===== src/rtl/sdram_ctrl_pkg.sv =====
// Shared types and constants for the SDRAM controller: FSM states, address field
// positions within the 25-bit byte address, and default timing values.
package sdram_ctrl_pkg;

    typedef enum logic [3:0] {
        IDLE, PRE, ACT, RD_LO, RD_HI, RD_END, WR_LO, WR_HI, WR_END, PRE_ALL, REF
    } state_t;

    localparam int ADDR_W    = 25;
    localparam int NUM_BANKS = 4;
    localparam int BANK_W    = 2;
    localparam int ROW_W     = 13;
    localparam int COL_W     = 9;
    localparam int COLW_W    = 8;
    localparam int BANK_LSB  = 23;
    localparam int ROW_LSB   = 10;
    localparam int COLW_LSB  = 2;

    localparam int DLY_W     = 8;

    localparam int DEF_T_RP         = 2;
    localparam int DEF_T_RCD        = 2;
    localparam int DEF_T_RFC        = 7;
    localparam int DEF_REF_INTERVAL = 780;

endpackage


===== src/rtl/sdram_refresh_timer.sv =====
// Free-running refresh interval counter; raises ref_pending on expiry and holds it
// until the controller reports the refresh finished. Repeat expiries merge into one.
module sdram_refresh_timer
    import sdram_ctrl_pkg::*;
#(
    parameter int REF_INTERVAL = DEF_REF_INTERVAL
) (
    input  logic clk,
    input  logic rst,
    input  logic ref_done,
    output logic ref_pending
);

    localparam int CNT_W = $clog2(REF_INTERVAL);

    logic [CNT_W-1:0] r_cnt;
    logic             r_pending;

    // A fresh expiry wins over a same-cycle ref_done so no interval is lost.
    always_ff @(posedge clk) begin
        if (rst) begin
            r_cnt     <= CNT_W'(REF_INTERVAL - 1);
            r_pending <= 1'b0;
        end else if (r_cnt == '0) begin
            r_cnt     <= CNT_W'(REF_INTERVAL - 1);
            r_pending <= 1'b1;
        end else begin
            r_cnt <= r_cnt - 1'b1;
            if (ref_done) r_pending <= 1'b0;
        end
    end

    assign ref_pending = r_pending;

endmodule


===== src/rtl/sdram_ctrl.sv =====
// Single-requester SDRAM sequencer: one 32-bit request becomes two 16-bit beats, with
// per-bank open-row tracking and periodic refresh. Response at T+3 (+T_RCD, +T_RP).
module sdram_ctrl
    import sdram_ctrl_pkg::*;
#(
    parameter int T_RP         = DEF_T_RP,
    parameter int T_RCD        = DEF_T_RCD,
    parameter int T_RFC        = DEF_T_RFC,
    parameter int REF_INTERVAL = DEF_REF_INTERVAL
) (
    input  logic              clk,
    input  logic              rst,
    input  logic              req_valid,
    output logic              req_ready,
    input  logic              req_wen,
    input  logic [ADDR_W-1:0] req_addr,
    input  logic [31:0]       req_wdata,
    input  logic [3:0]        req_wstrb,
    output logic              resp_valid,
    output logic [31:0]       resp_rdata,
    output logic [BANK_W-1:0] mem_bank,
    output logic [ROW_W-1:0]  mem_row,
    output logic [COL_W-1:0]  mem_col,
    output logic              mem_wen,
    output logic [15:0]       mem_wdata,
    output logic [1:0]        mem_wmask,
    output logic              mem_ren,
    input  logic [15:0]       mem_rdata,
    output logic              busy
);

    state_t                           r_state, w_state_nxt;
    logic [DLY_W-1:0]                 r_dly, w_dly_load;
    logic                             r_wen;
    logic [BANK_W-1:0]                r_bank;
    logic [ROW_W-1:0]                 r_row;
    logic [COLW_W-1:0]                r_colw;
    logic [31:0]                      r_wdata;
    logic [3:0]                       r_wstrb;
    logic [15:0]                      r_rd_lo;
    logic [NUM_BANKS-1:0]             r_open;
    logic [NUM_BANKS-1:0][ROW_W-1:0]  r_open_row;

    logic              w_ref_pending, w_ref_done, w_accept, w_dly_zero;
    logic              w_set_open, w_clr_open, w_beat_hi;
    logic [BANK_W-1:0] w_req_bank;
    logic [ROW_W-1:0]  w_req_row;
    logic              w_unused_addr_lsb;

    assign w_req_bank        = req_addr[BANK_LSB +: BANK_W];
    assign w_req_row         = req_addr[ROW_LSB +: ROW_W];
    assign w_unused_addr_lsb = ^req_addr[COLW_LSB-1:0];
    assign w_dly_zero        = (r_dly == '0);
    assign w_accept          = req_valid && req_ready;

    sdram_refresh_timer #(.REF_INTERVAL(REF_INTERVAL)) u_ref_timer (
        .clk         (clk),
        .rst         (rst),
        .ref_done    (w_ref_done),
        .ref_pending (w_ref_pending)
    );

    always_comb begin
        w_state_nxt = r_state;
        w_ref_done  = 1'b0;
        w_set_open  = 1'b0;
        w_clr_open  = 1'b0;
        case (r_state)
            IDLE: begin
                // Pending refresh outranks a same-cycle request.
                if (w_ref_pending)                             w_state_nxt = (|r_open) ? PRE_ALL : REF;
                else if (req_valid && !r_open[w_req_bank])     w_state_nxt = ACT;
                else if (req_valid && (r_open_row[w_req_bank] != w_req_row)) w_state_nxt = PRE;
                else if (req_valid)                            w_state_nxt = req_wen ? WR_LO : RD_LO;
            end
            PRE: if (w_dly_zero) begin
                w_state_nxt = ACT;
                w_clr_open  = 1'b1;
            end
            ACT: if (w_dly_zero) begin
                w_state_nxt = r_wen ? WR_LO : RD_LO;
                w_set_open  = 1'b1;
            end
            RD_LO:   w_state_nxt = RD_HI;
            RD_HI:   w_state_nxt = RD_END;
            RD_END:  w_state_nxt = IDLE;
            WR_LO:   w_state_nxt = WR_HI;
            WR_HI:   w_state_nxt = WR_END;
            WR_END:  w_state_nxt = IDLE;
            PRE_ALL: if (w_dly_zero) w_state_nxt = REF;
            REF: if (w_dly_zero) begin
                w_state_nxt = IDLE;
                w_ref_done  = 1'b1;
            end
            default: w_state_nxt = IDLE;
        endcase
    end

    always_comb begin
        case (w_state_nxt)
            PRE, PRE_ALL: w_dly_load = DLY_W'(T_RP - 1);
            ACT:          w_dly_load = DLY_W'(T_RCD - 1);
            REF:          w_dly_load = DLY_W'(T_RFC - 1);
            default:      w_dly_load = '0;
        endcase
    end

    always_ff @(posedge clk) begin
        if (rst) begin
            r_state <= IDLE;
            r_dly   <= '0;
        end else begin
            r_state <= w_state_nxt;
            if (w_state_nxt != r_state) r_dly <= w_dly_load;
            else if (!w_dly_zero)       r_dly <= r_dly - 1'b1;
        end
    end

    always_ff @(posedge clk) begin
        if (rst) begin
            r_wen      <= 1'b0;
            r_bank     <= '0;
            r_row      <= '0;
            r_colw     <= '0;
            r_wdata    <= '0;
            r_wstrb    <= '0;
            r_rd_lo    <= '0;
            r_open     <= '0;
            r_open_row <= '0;
        end else begin
            if (w_accept) begin
                r_wen   <= req_wen;
                r_bank  <= w_req_bank;
                r_row   <= w_req_row;
                r_colw  <= req_addr[COLW_LSB +: COLW_W];
                r_wdata <= req_wdata;
                r_wstrb <= req_wstrb;
            end
            if (r_state == RD_HI) r_rd_lo <= mem_rdata;
            if (w_ref_done) begin
                r_open <= '0;
            end else if (w_clr_open) begin
                r_open[r_bank] <= 1'b0;
            end else if (w_set_open) begin
                r_open[r_bank]     <= 1'b1;
                r_open_row[r_bank] <= r_row;
            end
        end
    end

    assign w_beat_hi  = (r_state == RD_HI) || (r_state == WR_HI);
    assign req_ready  = (r_state == IDLE) && !w_ref_pending;
    assign busy       = (r_state != IDLE);
    assign mem_bank   = r_bank;
    assign mem_row    = r_row;
    assign mem_col    = {r_colw, w_beat_hi};
    assign mem_ren    = (r_state == RD_LO) || (r_state == RD_HI);
    assign mem_wen    = (r_state == WR_LO) || (r_state == WR_HI);
    assign mem_wdata  = (r_state == WR_LO) ? r_wdata[15:0] :
                        (r_state == WR_HI) ? r_wdata[31:16] : 16'h0;
    assign mem_wmask  = (r_state == WR_LO) ? r_wstrb[1:0] :
                        (r_state == WR_HI) ? r_wstrb[3:2] : 2'b00;
    assign resp_valid = (r_state == RD_END) || (r_state == WR_END);
    assign resp_rdata = (r_state == RD_END) ? {mem_rdata, r_rd_lo} : 32'h0;

endmodule


===== config.mk =====
export PLATFORM = sky130hd
export DESIGN_NAME = sdram_ctrl
export DESIGN_NICKNAME = d
export VERILOG_FILES = /design/src/rtl/sdram_ctrl_pkg.sv /design/src/rtl/sdram_refresh_timer.sv /design/src/rtl/sdram_ctrl.sv
export SDC_FILE = /design/constraint.sdc
export NUM_CORES = 1
export LEC_CHECK = 0
export ABC_CLOCK_PERIOD_IN_PS = 7400
export BUFFER_PORTS_ARGS = -buffer_cell sky130_fd_sc_hd__buf_2
export CORE_MARGIN = 4
export CORE_UTILIZATION = 45
export CTS_CLUSTER_SIZE = 30
export DETAILED_ROUTE_END_ITERATION = 8
export PLACE_DENSITY = 0.67
export SETUP_SLACK_MARGIN = 0.2
export SLEW_MARGIN = 0
export SYNTH_ARGS = -nofsm -noshare
export SYNTH_HDL_FRONTEND = slang
export SYNTH_SLANG_ARGS = --single-unit

===== constraint.sdc =====
create_clock -name clk -period 7.4 [get_ports clk]
set_clock_uncertainty 0.2 [all_clocks]
set_input_delay 1.48 -clock clk [delete_from_list [all_inputs] [get_ports clk]]
set_output_delay 1.48 -clock clk [all_outputs]
set_load 0.01 [all_outputs]

==> flow_summary.yaml <==
status:
  outcome: "finished clean"
yosys:
  syn_inst: 813
  synthArstFlopShare_pct: 0
  synth_area_per_cell_um2: 8.327
  netlist_area_mm2: 0.006770
  yosysSeqAreaShare_pct: 45.83
  synthMuxAreaShare_pct: 8.871
  synthXorXnorAreaFrac_pct: 3.364
  synth_top_flop_cell: "dfxtp_1"
  synth_simple_gate_area_share_pct: 23.69
  synth_top_family_by_area: "simple AND/OR/NAND/NOR gates"
  synth_compound_area_share_pct: 13.77
  syn-num-nets: 896
  ys_ff_latch: 155
  yosysUniqueCellTypes: 49
  yosys.area_share.adder_pct: 0.3696
  synth_edf_count: 0
  yosys_warnings: 0
place:
  dpl_cell_area_mm2: 0.007630
  hpwl_um: 10780
  port-buffer-count: 157
  routabilityCongestion: 0.8083
timing:
  slew_violations: 0
  fmax_mhz: 238.7
  period_share_pct: 56.61
  tns_ns: 0
  max_slew_margin_pct: 27.68
  worst_pin_slew_ns: 1.081
  setup_violations: 0
  min_period_ns: 4.189
  hold_viol: 0
  timing.hold.ws_ns: 0.2162
  rsz0062_at_grt: "false"
floorplan:
  num_rows: 44
  die_w_um: 130.7
  die_h_um: 130.7
  coreArea_mm2: 0.01464
  die-area_mm2: 0.01707
  ioPinCount: 160
  start_util_pct: 46.23
routing:
  antenna_left: 0
  drt_iter0_markers: 416
  dr.pass1.iters: 5
  vias: 5888
  wl_per_cell_um: 14.60
  wirelength_um: 16600
  drc_errors: 0
  vias_per_cell: 5.179
critical_path:
  path_cells: "inv_1 > nor2_1 > and3_1 > a22o_1 > buf_2"
  cpPeakStageDelay_ns: 0.71
  cp.arrival_ns: 2.51
  crit_path_start_kind: "register"
  r2r-start: "r_dly[0]"
  worstPathMaxFanout: 19
  crit_path_end_kind: "output pin"
  worst_path_max_delay_cell: "and3_1"
  cp-startpoint: "r_state[2]"
  cp.required_ns: 5.72
  crit_type: "register to output pin"
cells_and_area:
  syn_to_final_growth_pct: 21.46
  antenna_cells: 0
  fillers: 1405
  layout_common_cells: "217 x nand2_1, 156 x buf_2, 155 x dfxtp_1"
  drive_gt1_share_pct: 22.56
  fin_util_pct: 56.15
  layout.nets: 1025
  final_area_mm2: 0.008223
  mostFrequentLayoutCell: "nand2_1"
clock_tree:
  cts_buffer_depth: 2
  cts.sinks: 155
  clk_pin_slew_ns: 0.06
  cts_hold_buffers: 0
  clockRootBuffer: "clkbuf_16"
  cts.htree.levels: 4
  clk_latency_ns: 0.42
  cts_tree: "yes"
  post_cts_buffers: 0
  cts_resized: 0
  cts_made_buffers: 17
min_path:
  hp-start: "u_ref_timer.r_cnt[0]"
  hp-class: "register to register"
grt:
  grt_pass1_vias: 5580
  overflow: 0
  antenna_found_initial: 0
  grt_pass1_wl_um: 26930
  groute.usage.overall_pct: 19.66
  grt_max_degree: 86
power_and_ir_drop:
  switching_power_mw: 0.8914
  finalPower_mw: 2.653
  sequentialPowerShare_pct: 38.8
  p_int_mw: 1.761
  power.density_mw_per_mm2: 322.6
  clockPowerShare_pct: 33.1
  leakagePower_nw: 3.340
  combPwrFrac_pct: 28.1
  sw_frac_of_total_pct: 33.61
  vdd_drop_max_uv: 184.1
job:
  cap_violations: 0
-- critical path, delay by kind of cell, from the launching register on --
family	cells	cell delay (ns)
buffers and inverters	2	0.38
AO/OA/AOI/OAI	1	0.27
flip-flops	1	0.57
AND/OR/NAND/NOR	2	0.86
-- logic make-up after synthesis --
logic type	count (synthesis)
and+or+nand+nor	367
AOI/OAI and AO/OA	157
DFF	155
buffers and inverters	65
muxes	41
xor gates and xnor gates	26
adders and majority gates	2
-- registers in the layout, summed over array words and instances (netlist names), named ones only --
| name | flops |
|---|---|
| mem_bank | 2 |
| r_wen | 1 |
| r_rd_lo | 16 |
| r_open_row | 52 |
| r_state | 4 |
| r_dly | 8 |
| u_ref_timer.r_cnt | 10 |
| u_ref_timer.ref_pending | 1 |
| r_colw | 8 |
| mem_row | 13 |
| r_wstrb | 4 |
| r_wdata | 32 |
-- through the flow --
step | instances | worst slack (ns)
after floorplan | 813 | 3.677
after global placement | 1107 | 2.903
after detailed placement | 1107 | 2.913
after CTS | 1137 | 3.211
after global routing | 1137 | 3.094
final | 1137 | 3.211
-- final timing paths --
kind / end / slack (ns) / depth (start not counted)
setup reg to reg: r_open_row[16] / 4.06 / 9
hold reg to reg: u_ref_timer.r_cnt[0] / 0.22 / 1
setup / recovery: mem_wdata[8] / 3.21 / 5
hold / removal: u_ref_timer.r_cnt[0] / 0.22 / 1
-- power groups by stage --
stage	Clock (mW)	Combinational, mW	Sequential (mW)
5_1_grt	0.927	0.846	1.05
3_3_place_gp	0	0.745	1.04
4_1_cts	0.888	0.752	1.03
2_1_floorplan	0	0.567	1.02
6_report	0.878	0.746	1.03
3_5_place_dp	0	0.748	1.05
-- Yosys cell counts, types with 2 or more instances --
library cell	instances	area share, %
a211oi_1	2	0.22
a21oi_1	113	8.4
a22o_1	19	2.5
a31oi_1	4	0.37
and2_1	35	3.2
and3_1	2	0.18
buf_2	5	0.37
clkbuf_1	47	2.6
dfxtp_1	155	46
ha_1	2	0.37
inv_1	9	0.50
mux2i_1	27	4.0
mux4_1	4	1.6
mux4_2	10	3.3
nand2_1	217	12
nand2b_1	8	0.74
nand3_1	5	0.37
nand4_1	3	0.28
nor2_1	62	3.4
nor2b_1	3	0.28
nor3_1	13	0.96
nor4_1	3	0.28
nor4b_1	2	0.26
o21ai_0	4	0.30
o221a_2	3	0.50
or2_2	3	0.28
or3_1	5	0.46
or4_1	3	0.33
xnor2_1	24	3.1
xor2_1	2	0.26
-- routing by layer --
layer | wire length [um] | vias to the layer above | global-route usage [%]
met4 | 365 | 0 | 7.381
met1 | 7249 | 2720 | 25.13
met3 | 1048 | 27 | 5.488
met2 | 7935 | 148 | 31.79
li1 | - | 2993 | -
met5 | 0 | - | 0
-- final cells by class --
class	instances	area, um2	share of cell area [%]
Clock buffer	23	478.0	5.813
Clock inverter	7	115.1	1.400
Inverter	9	33.78	0.4108
Multi-Input combinational cell	593	3407	41.43
Sequential cell	155	3103	37.74
Tap cell	184	230.2	2.800
Timing Repair Buffer	166	855.8	10.41
Note: power is estimated with default switching activity, not from simulation.
